<file path="src/rtl/osu9t_rr_arbiter4.sv">
// Four-requester round-robin arbiter with a registered, break-before-make grant.
// Optional hold-time limit with requester ban enabled by defining ARB_TIMEOUT_EN.
module osu9t_rr_arbiter4 #(
    parameter int N       = 4,
    parameter int TIMEOUT = 15,
    parameter int CNT_W   = 8
) (
    input  logic         CLK,
    input  logic         RN,
    input  logic [N-1:0] REQ,
    output logic [N-1:0] GNT,
    output logic [1:0]   GNT_ID,
    output logic         BUSY,
    output logic         TMO
);

    typedef enum logic [1:0] {
        ST_IDLE    = 2'd0,
        ST_GRANT   = 2'd1,
        ST_RELEASE = 2'd2
    } state_t;

    // A misconfigured instance never grants rather than misbehaving silently.
    localparam bit CFG_OK = (N == 4) && (TIMEOUT >= 1) && (TIMEOUT <= 255) &&
                            ((64'd1 << CNT_W) > 64'(TIMEOUT));

    state_t      state_r, state_s;
    logic [3:0]  gnt_r, gnt_s;
    logic [1:0]  gnt_id_r, gnt_id_s;
    logic        busy_r, busy_s;
    logic [1:0]  ptr_r, ptr_s;
    logic [3:0]  ban_s;
    logic [3:0]  elig_s;
    logic [2:0]  pick_s;
    logic        tmo_s;

    // Returns {found, index} of the first eligible bit scanning up from ptr with wrap.
    function automatic logic [2:0] pick_f(input logic [3:0] elig, input logic [1:0] ptr);
        logic [2:0] res;
        logic [1:0] idx;
        res = 3'b000;
        for (int i = 3; i >= 0; i--) begin
            idx = ptr + 2'(i);
            if (elig[idx]) begin
                res = {1'b1, idx};
            end else begin
                res = res;
            end
        end
        return res;
    endfunction

`ifdef ARB_TIMEOUT_EN
    logic [CNT_W-1:0] cnt_r, cnt_s;
    logic [3:0]       ban_r, ban_set_s;
    logic             tmo_r;

    assign ban_s = ban_r;
    assign TMO   = tmo_r;
`else
    assign ban_s = 4'b0000;
    assign TMO   = 1'b0;
`endif

    assign elig_s = CFG_OK ? (REQ & ~ban_s) : 4'b0000;
    assign pick_s = pick_f(elig_s, ptr_r);

    // Next-state and next-output decode.
    always_comb begin
        state_s   = state_r;
        gnt_s     = gnt_r;
        gnt_id_s  = gnt_id_r;
        busy_s    = busy_r;
        ptr_s     = ptr_r;
        tmo_s     = 1'b0;
`ifdef ARB_TIMEOUT_EN
        cnt_s     = cnt_r;
        ban_set_s = 4'b0000;
`endif
        case (state_r)
            ST_IDLE, ST_RELEASE: begin
                // Idle and the dead cycle both arbitrate on the current request levels.
                if (pick_s[2]) begin
                    state_s  = ST_GRANT;
                    gnt_s    = 4'b0001 << pick_s[1:0];
                    gnt_id_s = pick_s[1:0];
                    busy_s   = 1'b1;
                    ptr_s    = pick_s[1:0] + 2'd1;
`ifdef ARB_TIMEOUT_EN
                    cnt_s    = {CNT_W{1'b0}};
`endif
                end else begin
                    state_s = ST_IDLE;
                    gnt_s   = 4'b0000;
                    busy_s  = 1'b0;
                end
            end
            ST_GRANT: begin
                if (!REQ[gnt_id_r]) begin
                    state_s = ST_RELEASE;
                    gnt_s   = 4'b0000;
                    busy_s  = 1'b0;
`ifdef ARB_TIMEOUT_EN
                end else if (cnt_r == CNT_W'(TIMEOUT - 1)) begin
                    // Counter holds cycles already granted; this edge completes TIMEOUT.
                    state_s   = ST_RELEASE;
                    gnt_s     = 4'b0000;
                    busy_s    = 1'b0;
                    tmo_s     = 1'b1;
                    ban_set_s = 4'b0001 << gnt_id_r;
                end else begin
                    cnt_s = cnt_r + CNT_W'(1);
                end
`else
                end else begin
                    state_s = ST_GRANT;
                end
`endif
            end
            default: begin
                state_s = ST_IDLE;
                gnt_s   = 4'b0000;
                busy_s  = 1'b0;
            end
        endcase
    end

    // State and registered output update.
    always_ff @(posedge CLK or negedge RN) begin
        if (!RN) begin
            state_r  <= ST_IDLE;
            gnt_r    <= 4'b0000;
            gnt_id_r <= 2'd0;
            busy_r   <= 1'b0;
            ptr_r    <= 2'd0;
        end else begin
            state_r  <= state_s;
            gnt_r    <= gnt_s;
            gnt_id_r <= gnt_id_s;
            busy_r   <= busy_s;
            ptr_r    <= ptr_s;
        end
    end

`ifdef ARB_TIMEOUT_EN
    // Hold counter, timeout pulse and ban bits; a ban lifts once its request is seen low.
    always_ff @(posedge CLK or negedge RN) begin
        if (!RN) begin
            cnt_r <= {CNT_W{1'b0}};
            ban_r <= 4'b0000;
            tmo_r <= 1'b0;
        end else begin
            cnt_r <= cnt_s;
            ban_r <= (ban_r & REQ) | ban_set_s;
            tmo_r <= tmo_s;
        end
    end
`else
    logic unused_s;
    assign unused_s = tmo_s;
`endif

    assign GNT    = gnt_r;
    assign GNT_ID = gnt_id_r;
    assign BUSY   = busy_r;

endmodule

</file>
<file path="config.mk">
export PLATFORM = sky130hd
export DESIGN_NAME = osu9t_rr_arbiter4
export DESIGN_NICKNAME = d
export VERILOG_FILES = /design/src/rtl/osu9t_rr_arbiter4.sv
export SDC_FILE = /design/constraint.sdc
export NUM_CORES = 1
export LEC_CHECK = 0
export BUFFER_PORTS_ARGS = -buffer_cell sky130_fd_sc_hd__buf_2
export CAP_MARGIN = 15
export CORE_AREA = 2 2 39 41
export CTS_CLUSTER_SIZE = 12
export DETAILED_ROUTE_END_ITERATION = 8
export DIE_AREA = 0 0 41 43
export RECOVER_POWER = 25
export SLEW_MARGIN = 30
export SYNTH_ARGS = -nofsm -noshare
export SYNTH_HDL_FRONTEND = slang
export SYNTH_SLANG_ARGS = --single-unit
</file>
<file path="constraint.sdc">
create_clock -name CLK -period 4.6 [get_ports CLK]
set_input_delay 0.69 -clock CLK [delete_from_list [all_inputs] [get_ports CLK]]
set_output_delay 0.69 -clock CLK [all_outputs]
set_load 0.1 [all_outputs]
</file>
After elaboration in Yosys (flattened, before gate mapping)

Cells that the tools add are included.

Register bits: 11
Latch bits: 0
Bits in writable memories: 0
Bits in read-only memories: 0
Input bits: 6
Output and inout bits: 8
Word-level logic and storage cells: 44
Memories: 0

Add/subtract/negate cells: 4
Multipliers: 0
Divide/modulo/power cells: 0
Order comparisons: 5
Equal/unequal tests: 3
Shifts and indexed selects: 1
Multiplexer cells: 23
Bitwise operators: 0
Reductions and logical operators: 3

Operator list:

| cell                | number |
|---|---|
| $lt 2x3->1 const B  | 5 |
| $mux 3              | 4 |
| $bmux 1 s2          | 5 |
| $mux 1              | 8 |
| $mux 4              | 2 |
| $pmux 4 s2          | 1 |
| $add 2x1->2 const B | 2 |
| $add 2x2->2 const B | 2 |
| $pmux 2 s2          | 1 |
| $shl 1x2->4 const A | 1 |
| $eq 2x1->1 const B  | 1 |
| $eq 2x2->1 const B  | 1 |
| $logic_not 2->1     | 1 |
| $mux 2              | 1 |
| $ne 2x2->1 const B  | 1 |
| $pmux 1 s2          | 1 |
| $reduce_and 2->1    | 1 |
| $reduce_or 2->1     | 1 |

Logic depth before layout (Yosys ltp)

Depth in word-level cells: 10
Mapped depth: 5
Depth with buffers taken out: 5

Worst setup path after synthesis

No wires, ideal clock.

Path kind: register -> register
From: reg gnt_id_r[1], in the netlist GNT_ID[1]
To: reg state_r[0]
Setup time: 0.124 ns
Arrival time: 2.036 ns
Data required time: 4.476 ns
Slack: 2.440 ns
Stages on the path, launching flop included: 5
Buffers on the path: 1
Period minus slack after synthesis: 2.160 ns
Path through: dfrtp_1 -> mux4_2 -> and3b_1 -> buf_6 -> or2_1

Longest elaborated chain between the ends: 4

Ends and longest elaborated chain:

| what                         | RTL line | source |
|---|---|---|
| start, declared              | 29       | `logic [1:0] gnt_id_r, gnt_id_s;` |
| start signal, assigned       | 139      | `gnt_id_r <= gnt_id_s;` |
| $bmux 1 s2                   | 99       | `if (!REQ[gnt_id_r]) begin` |
| $mux 1 (not written as such) | 99       |  |
| $mux 2                       | 99       |  |
| $pmux 2 s2                   | 80       | `case (state_r)` |
| named net state_s[0]         | 27       | `state_t state_r, state_s;` |
| end signal, assigned         | 137      | `state_r <= state_s;` |
| end, declared                | 27       |  |

The timed path passes the listed nets, and every way through them passes these cells. The select of a mux whose other input is x is not followed.
A chain may end at the register's enable or synchronous reset.

Worst setup path after layout

From: reg gnt_id_r[1], in the netlist GNT_ID[1]
To: out GNT_ID[1]

RTL lines:

| what          | RTL line | source |
|---|---|---|
| end, declared | 12       | `output logic [1:0] GNT_ID,` |

No word-level cell between the ends.

==> run summary <==
The run finished with clean final reports. The endpoint identified for the worst register-to-register timing path is GNT[1]. The sequential element share of the synthesized area came out at 52.38%. The endpoint arrival time on the critical path came out at ~1.1 ns. The repair_antennas step left the layout with diodes totalling 0. Of the post-synthesis cell area, the dominant cell type holds 52.38%. At the pin with the least slew margin, the transition time is 0.5564 ns. The synthesized net count is 56. Setup violations remaining at the end of the flow were counted as 0. The worst setup path is captured at an output pin. The clock latency at the later pin of the worst-skew pair came out at roughly 0.27 ns.

The class of the tightest hold or removal check is in -> async. The number of violations of the max-capacitance limit came out at 0. The clock passes through at most 2 buffers. TritonCTS built the clock tree. The detailed-route vias per instance came out at approximately 4.7. The distinct cell type count after synthesis came out at 23.

The largest total area in the synthesized netlist belongs to sky130_fd_sc_hd__dfrtp_1. The floorplan core area is 0.001384 mm^2. The placed wire-length estimate came out at 708.6 um.

From synthesis to final layout, the design area changed by 16.43%. The post-synthesis instance area came out at approximately 530 um^2. The overall die width is around 41 um. The initial antenna violation count is 0. Among all stages on the critical path, the largest delay is contributed by sky130_fd_sc_hd__buf_2. The via count of the first global-routing pass is around 350. Hold repair after CTS inserted 0 buffers. After clock tree synthesis, the repair step resized 0 gates. The met1 usage is 17.11%. The count of placed standard cells including taps is 76. The worst register-to-register path begins at ptr_r[1]. The signal on the critical path passes through buf_2. The clock drives 11 sinks.

The share of post-route cells with drive strength above 1 is 29.69%. The overall routing resource usage came out at between 10% and 20%. For this configuration, the core starts out at a cell density of a little under two fifths. In the finished design, the share of the clock period the worst path needs comes to 38.83%. The vias after detailed routing is roughly 380. Broken down by cell family, the worst path's largest delay share belongs to buffers and inverters. The buffer cell driving the clock tree root is sky130_fd_sc_hd__clkbuf_4. The instance count of the mapped netlist is 50.

The clock transition at the register clock pins on the worst setup and hold paths after CTS came out at roughly 0.07 ns. The count of endpoints failing hold in the final timing report came out at 0. The setup path with the least slack is of type reg -> out. The warning count from the yosys run came out at 0.

After routing the design area is 611.8 um^2. The number of cells in the finished layout apart from fillers is 80. Yosys attributes the largest share of cell area to sky130_fd_sc_hd__dfrtp_1 (52%), sky130_fd_sc_hd__mux4_2 (4.3%), sky130_fd_sc_hd__nand2_1 (4.3%). The detailed-routing iteration count for the pre-antenna-repair pass is 3.

On the worst path, the slowest cell contributes a delay of around 0.44 ns. The maximum fanout count along the critical path is 3. The clock skew after layout is 0.0003048 ns. Before CTS, the worst setup slack after placement is 2.689 ns.

The number of cells traversed by the worst register-to-register path is 4. STA classifies the critical path startpoint as a flip-flop. Entering global routing, the biggest net connects 12 pins. The post-detailed-route count of antenna-violating nets came out at 0. The final-stage net count came out at 71. The DRC violation count after routing is 0. A synthesized cell averages between 10 and 15 um^2.

The first global-routing pass estimated between 1000 and 1500 um of wire. The data required time at the worst endpoint is 3.91 ns. The number of clock buffers added by TritonCTS is 3. The count of standard-cell rows came out at 14. Together, buffers and inverters on the worst path number 1. The clock period minus worst slack is 1.786 ns.

The post-detailed-route wirelength per cell came out at roughly 12 um. Summed over all failing endpoints, the final setup total negative slack is 0 ns. Static timing analysis puts the maximum clock frequency at around 0.56 GHz.

The chip height came out at between 40 and 50 um. The headroom to the max-slew limit is between 60% and 70%. CTS built an H-tree with a depth of 1. The met2 capacity usage during global routing is 17.50%. In this run the register-to-register setup slack is 3.08 ns. The boundary pin count is 14. The area of placed instances came out at between 500 and 600 um^2. The final number of max-transition violations came out at 0.

For this block, the initial DRC count from the detailed router was 1. After global routing, the most crowded layer is met2. Global routing consumed, on the met3 layer, between 4 and 5% of the routing resources.

The minimum setup slack in the final design came out at about 2.8 ns. The post-synthesis sequential element count came out at 11. The overall overflow remaining after global route came out at 0. Once the clock tree was built, the setup fixing pass inserted 0 buffers.

Port buffering added 12 buffers. The final wirelength came out at between 900 and 1000 um. Setup repair after global routing left no endpoint under its margin.

The final weighted congestion of routability-driven global placement is about 0.87. The floorplan step defined a die boundary enclosing around 0.0018 mm^2.
==> cells in the mapped netlist, drive strengths merged <==
cell type / number
o21a: 1
a21o: 1
and3b: 1
o21ai: 4
o32a: 1
mux4: 1
a311oi: 1
xnor2: 1
buf: 2
o2bb2ai: 1
nor2: 5
a21boi: 1
nand2b: 3
nand2: 6
dfrtp: 11
conb: 1
inv: 3
a21oi: 3
or2: 1
mux2: 1
nor3b: 1
==> flip-flops by register name, summed over array words and instances (netlist names) <==
name / count
GNT_ID: 2
ptr_r: 2
BUSY: 1
GNT: 4
state_r: 2
==> metal layers <==
metal	up-vias	wire [um]
met5	-	0
met4	0	39
met3	4	46
met2	10	400
met1	163	447
li1	198	-
==> layout by cell type (no fill, tap or decap), drive strengths merged <==
| master | Yosys | routed |
|---|---|---|
| dfrtp | 11 | 11 |
| buf | 2 | 11 |
| nand2 | 6 | 6 |
| nor2 | 5 | 5 |
| clkbuf | 0 | 5 |
| o21ai | 4 | 4 |
| inv | 3 | 3 |
| nand2b | 3 | 3 |
| a21oi | 3 | 3 |
| mux4 | 1 | 1 |
| and3b | 1 | 1 |
| or2 | 1 | 1 |
| nor3b | 1 | 1 |
| a21boi | 1 | 1 |
| o32a | 1 | 1 |
| mux2 | 1 | 1 |
| a21o | 1 | 1 |
| a311oi | 1 | 1 |
| xnor2 | 1 | 1 |
| o21a | 1 | 1 |
| o2bb2ai | 1 | 1 |
| conb | 1 | 1 |
==> kinds of logic (layout without fill, tap and decap cells) <==
family	Yosys count	count (layout)	synth area share [%]
and+or+nand+nor	17	17	15.72
AOI/OAI and AO/OA	13	13	17.38
DFF	11	11	52.38
buffers and inverters	5	19	5.715
muxes	2	2	6.428
other	1	1	0.7136
xor gates and xnor gates	1	1	1.667
==> metrics by stage <==
| step | utilization (%) | hold WS (ns) |
|---|---|---|
| floorplan | - | 0.3944 |
| global placement | 42.41 | 0.4315 |
| detailed placement | 42.41 | 0.4413 |
| CTS | 44.30 | 0.2793 |
| global route | 44.21 | 0.4350 |
| finish | 44.21 | 0.3775 |
==> worst max-delay path by stage <==
stage | cells after the start | startpoint | to
floorplan | 4 | GNT_ID[1] | state_r[0]
global placement | 4 | REQ[3] | state_r[0]
detailed placement | 4 | REQ[3] | state_r[0]
CTS | 1 | GNT_ID[1] | GNT_ID[1]
global route | 1 | GNT_ID[1] | GNT_ID[1]
finish | 1 | GNT_ID[1] | GNT_ID[1]
==> area by class of cell <==
| class | count | area (um^2) |
|---|---|---|
| flip-flops and latches | 11 | 275.3 |
| well taps | 16 | 20.02 |
| multi-input cells | 34 | 220.2 |
| fillers | 136 | 772.0 |
| inverters | 3 | 11.26 |
| repair buffers | 12 | 58.81 |
| clock buffers | 4 | 26.28 |
Power is not shown: default switching activity piles up to over one toggle a cycle in this logic, so the estimate is an artifact.
